## src/rtl/victim_swap_ctrl.sv

```systemverilog
// victim_swap_ctrl: miss-handling controller between the dcache and the victim cache.
// On a dcache miss the victim cache is probed. A hit fills from the victim cache and a
// miss fetches the line from memory. In both cases the displaced dcache line is then
// written into the victim cache, and the fill line is returned with a one-cycle ack.
// Ports:
//   clk, rst (async, active-low), flush_i (sync clear, highest priority)
//   miss_req_i/miss_addr_i/evict_*_i        : miss request from the dcache
//   miss_ack_o/fill_data_o/fill_from_victim_o : fill response to the dcache
//   victim_wr_en_o/victim_addr_o/victim_data_o, victim_hit_i/victim_data_i : victim cache
//   mem_req_o/mem_addr_o, mem_ack_i/mem_data_i : memory line read
//   stat_hits_o/stat_misses_o               : saturating victim hit/miss counters
module victim_swap_ctrl #(
  parameter int unsigned DCACHE_LINE_WIDTH = 128,
  parameter int unsigned VICTIM_ADDR_BITS  = 28,
  parameter int unsigned STAT_WIDTH        = 32
) (
  input  logic                          clk,
  input  logic                          rst,
  input  logic                          flush_i,
  input  logic                          miss_req_i,
  input  logic [VICTIM_ADDR_BITS-1:0]   miss_addr_i,
  input  logic                          evict_valid_i,
  input  logic [VICTIM_ADDR_BITS-1:0]   evict_addr_i,
  input  logic [DCACHE_LINE_WIDTH-1:0]  evict_data_i,
  output logic                          miss_ack_o,
  output logic [DCACHE_LINE_WIDTH-1:0]  fill_data_o,
  output logic                          fill_from_victim_o,
  output logic                          victim_wr_en_o,
  output logic [VICTIM_ADDR_BITS-1:0]   victim_addr_o,
  output logic [DCACHE_LINE_WIDTH-1:0]  victim_data_o,
  input  logic                          victim_hit_i,
  input  logic [DCACHE_LINE_WIDTH-1:0]  victim_data_i,
  output logic                          mem_req_o,
  output logic [VICTIM_ADDR_BITS-1:0]   mem_addr_o,
  input  logic                          mem_ack_i,
  input  logic [DCACHE_LINE_WIDTH-1:0]  mem_data_i,
  output logic [STAT_WIDTH-1:0]         stat_hits_o,
  output logic [STAT_WIDTH-1:0]         stat_misses_o
);

  localparam int unsigned LW = DCACHE_LINE_WIDTH;
  localparam int unsigned AW = VICTIM_ADDR_BITS;
  localparam int unsigned SW = STAT_WIDTH;

  typedef enum logic [2:0] {
    IDLE     = 3'd0,
    PROBE    = 3'd1,
    MEM_WAIT = 3'd2,
    EVICT    = 3'd3,
    DONE     = 3'd4
  } state_e;

  state_e          state_q, state_d;

  // Captured request and fill bookkeeping
  logic [AW-1:0]   miss_addr_q,   miss_addr_d;
  logic            evict_valid_q, evict_valid_d;
  logic [AW-1:0]   evict_addr_q,  evict_addr_d;
  logic [LW-1:0]   evict_data_q,  evict_data_d;
  logic [LW-1:0]   fill_q,        fill_d;
  logic            from_victim_q, from_victim_d;
  logic [SW-1:0]   stat_hits_q,   stat_hits_d;
  logic [SW-1:0]   stat_misses_q, stat_misses_d;

  // Registered outputs
  logic            miss_ack_q,         miss_ack_d;
  logic [LW-1:0]   fill_data_q,        fill_data_d;
  logic            fill_from_victim_q, fill_from_victim_d;
  logic            victim_wr_en_q,     victim_wr_en_d;
  logic [AW-1:0]   victim_addr_q,      victim_addr_d;
  logic [LW-1:0]   victim_data_q,      victim_data_d;
  logic            mem_req_q,          mem_req_d;
  logic [AW-1:0]   mem_addr_q,         mem_addr_d;

  // Increment that sticks at all-ones
  function automatic logic [SW-1:0] sat_inc(input logic [SW-1:0] v);
    return (&v) ? v : v + SW'(1);
  endfunction

  // State, capture and output registers
  always_ff @(posedge clk or negedge rst) begin
    if (!rst) begin
      state_q            <= IDLE;
      miss_addr_q        <= '0;
      evict_valid_q      <= 1'b0;
      evict_addr_q       <= '0;
      evict_data_q       <= '0;
      fill_q             <= '0;
      from_victim_q      <= 1'b0;
      stat_hits_q        <= '0;
      stat_misses_q      <= '0;
      miss_ack_q         <= 1'b0;
      fill_data_q        <= '0;
      fill_from_victim_q <= 1'b0;
      victim_wr_en_q     <= 1'b0;
      victim_addr_q      <= '0;
      victim_data_q      <= '0;
      mem_req_q          <= 1'b0;
      mem_addr_q         <= '0;
    end else begin
      state_q            <= state_d;
      miss_addr_q        <= miss_addr_d;
      evict_valid_q      <= evict_valid_d;
      evict_addr_q       <= evict_addr_d;
      evict_data_q       <= evict_data_d;
      fill_q             <= fill_d;
      from_victim_q      <= from_victim_d;
      stat_hits_q        <= stat_hits_d;
      stat_misses_q      <= stat_misses_d;
      miss_ack_q         <= miss_ack_d;
      fill_data_q        <= fill_data_d;
      fill_from_victim_q <= fill_from_victim_d;
      victim_wr_en_q     <= victim_wr_en_d;
      victim_addr_q      <= victim_addr_d;
      victim_data_q      <= victim_data_d;
      mem_req_q          <= mem_req_d;
      mem_addr_q         <= mem_addr_d;
    end
  end

  // Next state, captures, and Moore outputs decoded from the next state so they register
  // in step with it
  always_comb begin
    state_d            = state_q;
    miss_addr_d        = miss_addr_q;
    evict_valid_d      = evict_valid_q;
    evict_addr_d       = evict_addr_q;
    evict_data_d       = evict_data_q;
    fill_d             = fill_q;
    from_victim_d      = from_victim_q;
    stat_hits_d        = stat_hits_q;
    stat_misses_d      = stat_misses_q;
    miss_ack_d         = 1'b0;
    fill_data_d        = '0;
    fill_from_victim_d = 1'b0;
    victim_wr_en_d     = 1'b0;
    victim_addr_d      = '0;
    victim_data_d      = '0;
    mem_req_d          = 1'b0;
    mem_addr_d         = '0;

    if (flush_i) begin
      state_d       = IDLE;
      miss_addr_d   = '0;
      evict_valid_d = 1'b0;
      evict_addr_d  = '0;
      evict_data_d  = '0;
      fill_d        = '0;
      from_victim_d = 1'b0;
      stat_hits_d   = '0;
      stat_misses_d = '0;
    end else begin
      case (state_q)
        IDLE: begin
          if (miss_req_i) begin
            miss_addr_d   = miss_addr_i;
            evict_valid_d = evict_valid_i;
            evict_addr_d  = evict_addr_i;
            evict_data_d  = evict_data_i;
            state_d       = PROBE;
          end
        end
        PROBE: begin
          if (victim_hit_i) begin
            fill_d        = victim_data_i;
            from_victim_d = 1'b1;
            stat_hits_d   = sat_inc(stat_hits_q);
            state_d       = EVICT;
          end else begin
            stat_misses_d = sat_inc(stat_misses_q);
            state_d       = MEM_WAIT;
          end
        end
        MEM_WAIT: begin
          if (mem_ack_i) begin
            fill_d        = mem_data_i;
            from_victim_d = 1'b0;
            state_d       = EVICT;
          end
        end
        EVICT:   state_d = DONE;
        // Always return to IDLE so the still-high miss_req_i is not re-accepted here
        DONE:    state_d = IDLE;
        default: state_d = IDLE;
      endcase

      case (state_d)
        PROBE: begin
          victim_addr_d = miss_addr_d;
        end
        MEM_WAIT: begin
          mem_req_d  = 1'b1;
          mem_addr_d = miss_addr_d;
        end
        EVICT: begin
          // Write only after the probe so a hit is read before the FIFO can overwrite it
          if (evict_valid_d) begin
            victim_wr_en_d = 1'b1;
            victim_addr_d  = evict_addr_d;
            victim_data_d  = evict_data_d;
          end
        end
        DONE: begin
          miss_ack_d         = 1'b1;
          fill_data_d        = fill_d;
          fill_from_victim_d = from_victim_d;
        end
        default: ;
      endcase
    end
  end

  assign miss_ack_o         = miss_ack_q;
  assign fill_data_o        = fill_data_q;
  assign fill_from_victim_o = fill_from_victim_q;
  assign victim_wr_en_o     = victim_wr_en_q;
  assign victim_addr_o      = victim_addr_q;
  assign victim_data_o      = victim_data_q;
  assign mem_req_o          = mem_req_q;
  assign mem_addr_o         = mem_addr_q;
  assign stat_hits_o        = stat_hits_q;
  assign stat_misses_o      = stat_misses_q;

endmodule

```

## config.mk

```make
export PLATFORM = sky130hd
export DESIGN_NAME = victim_swap_ctrl
export DESIGN_NICKNAME = d
export VERILOG_FILES = /design/src/rtl/victim_swap_ctrl.sv
export SDC_FILE = /design/constraint.sdc
export NUM_CORES = 1
export LEC_CHECK = 0
export BUFFER_PORTS_ARGS = -buffer_cell sky130_fd_sc_hd__buf_2
export CORE_AREA = 4 4 318 320
export CTS_CLUSTER_SIZE = 25
export DETAILED_ROUTE_END_ITERATION = 7
export DIE_AREA = 0 0 322 324
export GPL_TIMING_DRIVEN = 0
export RECOVER_POWER = 50
export SLEW_MARGIN = 40
export SYNTH_ARGS = -nofsm -noshare
export SYNTH_HDL_FRONTEND = slang
export SYNTH_SLANG_ARGS = --single-unit
export TNS_END_PERCENT = 50
```

## constraint.sdc

```tcl
create_clock -name clk -period 2.95 [get_ports clk]
set_clock_uncertainty 0.15 [all_clocks]
set_input_delay 0.1475 -clock clk [delete_from_list [all_inputs] [get_ports clk]]
set_output_delay 0.1475 -clock clk [all_outputs]
set_load 0.02 [all_outputs]
```

Word-level counts from Yosys, hierarchy flattened
Index checks and enable logic that the tools add are counted.
{"block": "totals", "reg_bits": 697, "in_bits": 447, "output_inout_bits": 380}
{"block": "op_classes", "add_sub_neg": 2, "n_eq_ne": 10, "mux": 54, "reduce_logical": 7}
{"cell": "128-bit 2-to-1 mux", "n": 11}
{"cell": "28-bit 2-to-1 mux", "n": 10}
{"cell": "32-bit 2-to-1 mux", "n": 8}
{"cell": "128-bit one-hot mux with 2 select lines", "n": 1}
{"cell": "32-bit by 1-bit adder with 32-bit output, second input constant", "n": 2}
{"cell": "32-bit AND reduction", "n": 2}
{"cell": "28-bit one-hot mux with 2 select lines", "n": 1}
{"cell": "1-bit 2-to-1 mux", "n": 17}
{"cell": "3-bit by 2-bit == test with 1-bit output, second input constant", "n": 4}
{"cell": "3-bit 2-to-1 mux", "n": 4}
{"cell": "3-bit one-hot mux with 4 select lines", "n": 1}
{"cell": "3-bit by 1-bit == test with 1-bit output, second input constant", "n": 2}
{"cell": "2-bit != test, second input constant", "n": 3}
{"cell": "3-bit AND reduction", "n": 2}
{"cell": "2-bit nonzero test", "n": 2}
{"cell": "3-bit == test, second input constant", "n": 1}
{"cell": "3-bit logical NOT", "n": 1}
{"cell": "1-bit one-hot mux with 2 select lines", "n": 1}

Depth between registers and ports, before layout
Gate-level depths: netlist of run 1.
{"block": "logic_depth", "ltp_word": 6, "mapped_depth": 9}

Worst setup path before layout of run 1
OpenSTA, ideal clock, no wires.
{"block": "synth_path", "kind": "flip-flop to flip-flop", "from": "register stat_hits_q[0], in the netlist stat_hits_o[0]", "to": "register stat_hits_q[1], in the netlist stat_hits_o[1]", "arrival_ps": 2242, "required_time_ps": 2668, "path_slack_ps": 426, "stages_incl_launch_ff": 10, "n_path_buf": 3, "period_less_slack_ps": 2524, "cell_sequence": "dfrtp_1 ha_1 nand3_1 or2_0 clkbuf_1 o41ai_1 clkbuf_1 buf_2 mux2i_1 nor2_1"}
{"block": "synth_between", "elab_chain_len": 5, "elab_cells_between_ends": 8}
{"element": "from (decl)", "line": "62", "rtl": "logic [SW-1:0] stat_hits_q, stat_hits_d;"}
{"element": "from (signal assigned)", "line": "108", "rtl": "stat_hits_q <= stat_hits_d;"}
{"element": "32-bit by 1-bit adder with 32-bit output", "line": "77", "rtl": "return (&v) ? v : v + SW'(1);"}
{"element": "32-bit 2-to-1 mux", "line": "77"}
{"element": "32-bit 2-to-1 mux", "line": "164", "rtl": "if (victim_hit_i) begin"}
{"element": "32-bit 2-to-1 mux", "line": "153", "rtl": "case (state_q)"}
{"element": "32-bit 2-to-1 mux", "line": "142", "rtl": "if (flush_i) begin"}
Parallel ways exist; a longest one is shown, timed or not. The select of a mux whose other input is x is not followed.
A chain may end at the register's enable or synchronous reset.

Worst setup path after layout of run 1
{"block": "layout_path", "from": "register state_q[0]", "to": "register fill_q[55]"}
{"block": "layout_between", "elab_chain_len": 3, "elab_cells_between_ends": 4}
{"element": "from (decl)", "line": "53", "rtl": "state_e state_q, state_d;"}
{"element": "from (signal assigned)", "line": "101", "rtl": "state_q <= state_d;"}
{"element": "3-bit by 2-bit == test with 1-bit output or 3-bit by 1-bit == test with 1-bit output (tied branches)", "line": "153"}
{"element": "128-bit one-hot mux with 2 select lines (*)", "line": "153"}
{"element": "128-bit 2-to-1 mux (*)", "line": "142"}
{"element": "named net fill_d[55]", "line": "60", "rtl": "logic [LW-1:0] fill_q, fill_d;"}
{"element": "to (signal assigned)", "line": "106", "rtl": "fill_q <= fill_d;"}
{"element": "to (decl)", "line": "60"}
Mark *: on every way through the listed nets, which the timed path passes. The rest lies on a longest branch.

==> flow_summary.toml, run 1 <==
[status]
status = "finished, violations left"
violations = "DRC"

[pwr]
switching_power_mw = 6.423
powerDensity_nw_per_um2 = 611.4
intPower_mw = 17.19
p_total_mw = 23.62
peakVddDrop_v = 0.0004244
p_seq_share_pct = 43.3
swShare_pct = 27.19
p_clk_share_pct = 41.6
p_leak_nw = 17.70
p_comb_share_pct = 15.1

[grt]
grt_pass1_vias = 25010
grt_pass1_wl_microns = 158300
gr-total-overflow = 0
grt_max_degree = 106
antenna_found_initial = 26
grtUsageTotal_pct = 20.11

[worst_setup_path]
rr_worst_depth = 9
reg2reg_slack_ps = 180
required_ps = 3290
r2r_end = "fill_q[55]"
crit_path_end_kind = "flop"
cp_max_fo = 10
start_kind = "flop"
path_class = "reg -> reg"
r2r-start = "state_q[0]"
critPathArrivalTime_ps = 3120

[clock_tree]
clk_path_buf_depth = 3
cts_max_level = 3
cts_tree = "yes"
cts_root_buf = "clkbuf_16"
clkSinkCount = 697
insertion_delay_ps = 630
clkTransAtPathRegs_ps = 60
cts_buffers = 78

[synth]
synth_seq_cells = 697
syn_area_sq_um = 25870
synth_ff_type = "dfrtp_1"
syn-instance-count = 2335
async_reset_ff_share_pct = 100.0
syn_nets = 2784
synth.distinct_cells = 46
postSynthAreaPerCell_sq_um = 11.08
synth_enable_flop_cells = 0
ys_warn_count = 0
synth.yosys.seq_area_share_pct = 67.43

[worst_hold_path]
min_from = "miss_req_i"
whs_endpoint = "evict_addr_q[27]"
min_delay_path_depth = 5
hold_class = "in -> reg"

[drt]
wl_microns = 109300
num_vias = 24540
wire_per_inst_microns = 21.57
drtAntennaViolNets = 0
drtPass1Iterations = 8
drt_iter0_markers = 2381
viasPerCell = 4.844
drcViolationCount = 4

[layout]
final_common_cell = "dfrtp_1"
area_growth_pct = 49.34
instances_no_fill = 5065
fillers = 9629
drive_above_1_share_pct = 17.53
final_cell_mix = "697 x dfrtp_1, 510 x clkbuf_1, 453 x buf_2"
fin_nets = 4151

[floorplan]
die_h_microns = 324
die_area_sq_um = 104300
num_rows = 115
die_w_microns = 322
core_region_area_sq_um = 98130
io_pins = 827
initial_utilization_pct = 26.36

[timing]
min_period_ps = 2773
relSlewSlack_pct = 19.14
worst_slew_pin_slew_ps = 1213
fin_crit_sh_pct = 94.01
fmax_mhz = 360.6
tns_ps = 0
whs_ps = 44.99
slew_viol_final = 0
hold_viol = 0
setup-violations-final = 0

[placement]
place_inst = 4456
gp_congestion = 0.8939
numPortBuffers = 825
hpwl_microns = 80510

[run]
cap_violations = 0
## state kept, by name, summed over array words and instances, names as in the netlist, 3 cells and up
register	flops
mem_addr_o	28
fill_data_o	128
victim_data_o	128
fill_q	128
stat_hits_o	32
stat_misses_o	32
evict_addr_q	28
victim_addr_o	28
evict_data_q	128
state_q	3
miss_addr_q	28
## metrics by stage
| stage | instance area, sq um | utilization, % | setup slack, ps |
|---|---|---|---|
| floorplan | 25870 | - | 426.3 |
| global placement | 31610 | 32.21 | -13400 |
| detailed placement | 31870 | 32.47 | -1026 |
| CTS | 39040 | 39.78 | 4.462 |
| global route | 38610 | 39.35 | -14.11 |
| finish | 38630 | 39.37 | 176.8 |
## power by group through the flow
stage | Combinational (mW) | Sequential (mW) | Clock [mW]
after floorplan | 1.47 | 10.5 | 0
after global placement | 2.93 | 10.4 | 0
after detailed placement | 3.01 | 10.4 | 0
after CTS | 3.57 | 10.2 | 10.1
after global routing | 3.90 | 10.3 | 10.4
final | 3.57 | 10.2 | 9.82
## worst max-delay path, stage by stage (launching register included)
cell and delay [ps]:
dfrtp_1 350, clkbuf_2 270, nand2_2 150, o21ai_0 240, nand2b_2 200, clkbuf_4 280, clkbuf_1 280, a222oi_1 460
buf_4 200, nor2_1 40
## final cells by class
class                           instances  area [sq um]  area share [%]
Buffer                                177         770.7           1.995
Antenna cell                           18         45.04          0.1166
Timing Repair Buffer                 1289          8394           21.73
Sequential cell                       697         17440           45.15
Tap cell                             1287          1610           4.168
Clock inverter                         32         336.6          0.8713
Inverter                                8         30.03         0.07773
Clock buffer                          106          2248           5.820
Multi-Input combinational cell       1451          7754           20.07
## synth_stat cells (6+ instances only)
cell type  count  area, sq um
o31ai_1       12        90.09
nand3_1       27        135.1
or3_1         44        275.3
and4_1         6        52.55
nor2_1       279         1047
nor3_1         9        45.04
nand4_1       25        156.4
a222oi_1     128         1281
or4_1         14        105.1
clkbuf_1     170        638.1
nand2_1      389         1460
and2_1       160         1001
o21ai_0       45        225.2
a22o_1        28        245.2
inv_1          8        30.03
a21oi_1      240         1201
dfrtp_1      697        17440
## per-layer routing
metal	wire length [microns]	track usage [%]
met5	49	0
met4	5474	9.414
met3	8623	5.210
met2	53680	34.54
met1	41430	23.63
## how the worst max path moves through the flow
stage / from / to / cells after the start
after detailed placement: state_q[2] / victim_addr_o[14] / 6
after global placement: rst / fill_q[115] / 1
after floorplan: stat_hits_o[0] / stat_hits_o[1] / 9
final: state_q[0] / fill_q[55] / 9
after CTS: state_q[2] / victim_data_o[9] / 8
after global routing: state_q[0] / fill_q[55] / 9
## repair_timing
item                       in CTS  in global routing
hold endpoints to repair      890                  0
pin swaps                       1                 11
hold buffers                  449                  0
setup buffers                   3                  3
resized for setup              30                 47
setup endpoints to repair     567                240
## cells by family (layout without fill, tap and decap cells)
| family | after synthesis | count (layout) | synth area share, % |
|---|---|---|---|
| xor+xnor | 5 | 5 | 0.1693 |
| fa+ha+maj | 2 | 2 | 0.09672 |
| mux | 4 | 4 | 0.1645 |
| other cells | 0 | 18 | 0 |
| flops | 697 | 697 | 67.43 |
| compound gates | 461 | 461 | 12.02 |
| buf+inv | 187 | 1612 | 2.786 |
| simple gates | 979 | 979 | 17.34 |
Power figures use the tool's default switching activity.
==> run 2: changes to the inputs <==
Settings changed: CTS_BUF_LIST set to sky130_fd_sc_hd__clkbuf_2 sky130_fd_sc_hd__clkbuf_4 sky130_fd_sc_hd__clkbuf_8, HOLD_SLACK_MARGIN set to 0.12.
==> flow_summary.toml, run 2 (same netlist as run 1, synthesis figures left out) <==
[worst_setup_path]
path_class = "reg -> reg"
cpMaxStageDelayCell = "a222oi_1"
critPathTopFamily = "compound AO/OA/AOI/OAI gates"
cp_max_fo = 10
cp_cell_sequence = "clkbuf_2, nand2_1, o21ai_1, nand2b_2, clkbuf_4, clkbuf_2, a222oi_1, nor2_1"
critPathArrivalTime_ps = 3340
cpMostUsedCell = "clkbuf_2"
slowest_delay_ps = 640
critical_path_buf_inv_count = 3
crit_path_end_kind = "flop"
required_ps = 3380
start_kind = "flop"

[timing]
setup-violations-final = 0
worst_slew_pin_slew_ps = 1311
min_period_ps = 2912
fmax_mhz = 343.4
hold_viol = 0
relSlewSlack_pct = 12.58
fin_crit_sh_pct = 98.71
slew_viol_final = 0
whs_ps = 169.0

[grt]
grt_max_degree = 106
gr-total-overflow = 0
antenna_found_initial = 33
grt_pass1_wl_microns = 175900
grtUsageTotal_pct = 22.17
grt_pass1_vias = 28940

[drt]
viasPerCell = 4.881
drtPass1Iterations = 8
drt_iter0_markers = 2678
drtAntennaViolNets = 0
wl_microns = 122100
num_vias = 27220
wire_per_inst_microns = 21.89
drcViolationCount = 42

[clock_tree]
clkSinkCount = 697
cts_buffers = 116
cts_root_buf = "clkbuf_8"
clkTransAtPathRegs_ps = 70
cts_max_level = 3
cts_tree = "yes"
insertion_delay_ps = 750
clk_path_buf_depth = 3

[layout]
multiInputGateArea_sq_um = 7751
seqCellArea_sq_um = 17440
fin_util_pct = 43.68
fillers = 9022
fin_nets = 4621
drive_above_1_share_pct = 17.43
final_common_cell = "dlygate4sd3_1"
area_growth_pct = 65.70
final_cell_mix = "870 x dlygate4sd3_1, 697 x dfrtp_1, 499 x clkbuf_1"
postLayoutCellArea_sq_um = 42860

[status]
status = "finished, violations left"
violations = "DRC"

[floorplan]
die_w_microns = 322
die_h_microns = 324
io_pins = 827
core_region_area_sq_um = 98130
num_rows = 115
die_area_sq_um = 104300
initial_utilization_pct = 26.36

[pwr]
peakVddDrop_v = 0.0004423
powerDensity_nw_per_um2 = 550.1
p_leak_nw = 19.54

[placement]
placed_area_sq_um = 31870
numPortBuffers = 825
gp_congestion = 0.8939
hpwl_microns = 80510

[worst_hold_path]
hold_class = "in -> reg"

[run]
cap_violations = 0
run 2: changes by cell type in the layout (fill, tap and decap cells not counted), sizes merged:
cell / previous run / this run
clkinvlp: 4 / 3
dlygate4sd3: 448 / 870
clkinv: 20 / 6
bufinv: 5 / 1
diode: 18 / 33
inv: 11 / 12
buf: 473 / 479
clkbuf: 651 / 737
run 2: worst min-delay path, cell delays in order:
cell,delay (ps)
dlygate4sd3_1,540
buf_2,130
a222oi_1,90
nor2_1,100
run 2: layout make-up:
type / instances / area share (%)
antenna: 33 / 0.1927
clock inverter: 14 / 0.3240
sequential: 697 / 40.69
timing repair buffer: 1720 / 29.64
tap: 1287 / 3.757
clock buffer: 188 / 5.424
buffer: 178 / 1.813
multi-input combinational: 1451 / 18.08
inverter: 8 / 0.07006
run 2: repair_timing:
action                      CTS  global route
setup endpoints to repair   567           375
cloned                        0             1
setup buffers                 3            11
resized for setup            31            47
pin swaps                     1            19
hold buffers                871             0
hold endpoints to repair   1093             0
run 2: power breakdown:
group          total (mW)  internal (mW)  switching, mW
Clock                9.16           5.05           4.11
Sequential           10.2           10.1          0.173
Combinational        4.17           1.74           2.43
Total                23.6           16.9           6.71
run 2: layer usage:
| metal | wire [microns] | vias up | part of all wire, % | track usage [%] |
|---|---|---|---|---|
| met2 | 59450 | 1568 | 49 | 37.62 |
| met1 | 43250 | 13330 | 35 | 24.41 |
| met4 | 8103 | 6 | 6.6 | 13.28 |
| met3 | 11230 | 526 | 9.2 | 7.094 |
| li1 | - | 11790 | - | - |
| met5 | 36 | - | 0.029 | 0 |
run 2: path summary, 6_finish.rpt:
| path | start | to | slack (ps) | cells after the start |
|---|---|---|---|---|
| setup / recovery | state_q[0] | fill_data_o[68] | 40 | 8 |
| hold / removal | victim_data_i[79] | fill_q[79] | 170 | 4 |
| setup reg to reg | state_q[0] | fill_data_o[68] | 40 | 8 |
| hold reg to reg | evict_data_q[124] | evict_data_q[124] | 370 | 2 |
| max in group asynchronous | rst | fill_q[114] | 200 | 8 |
| min in group asynchronous | rst | victim_data_o[117] | 410 | 4 |
run 2: metrics by stage:
stage | setup TNS, ps | setup slack (ps) | power, mW | cells
2_1_floorplan | 0 | 426.3 | 11.92 | 2335
3_3_place_gp | -9653520 | -13400 | 13.32 | 4447
3_5_place_dp | -214380 | -1026 | 13.40 | 4456
4_1_cts | 0 | 0.3690 | 23.50 | 5531
5_1_grt | -562.2 | -77.13 | 24.54 | 5562
6_report | 0 | 38.17 | 23.58 | 5576
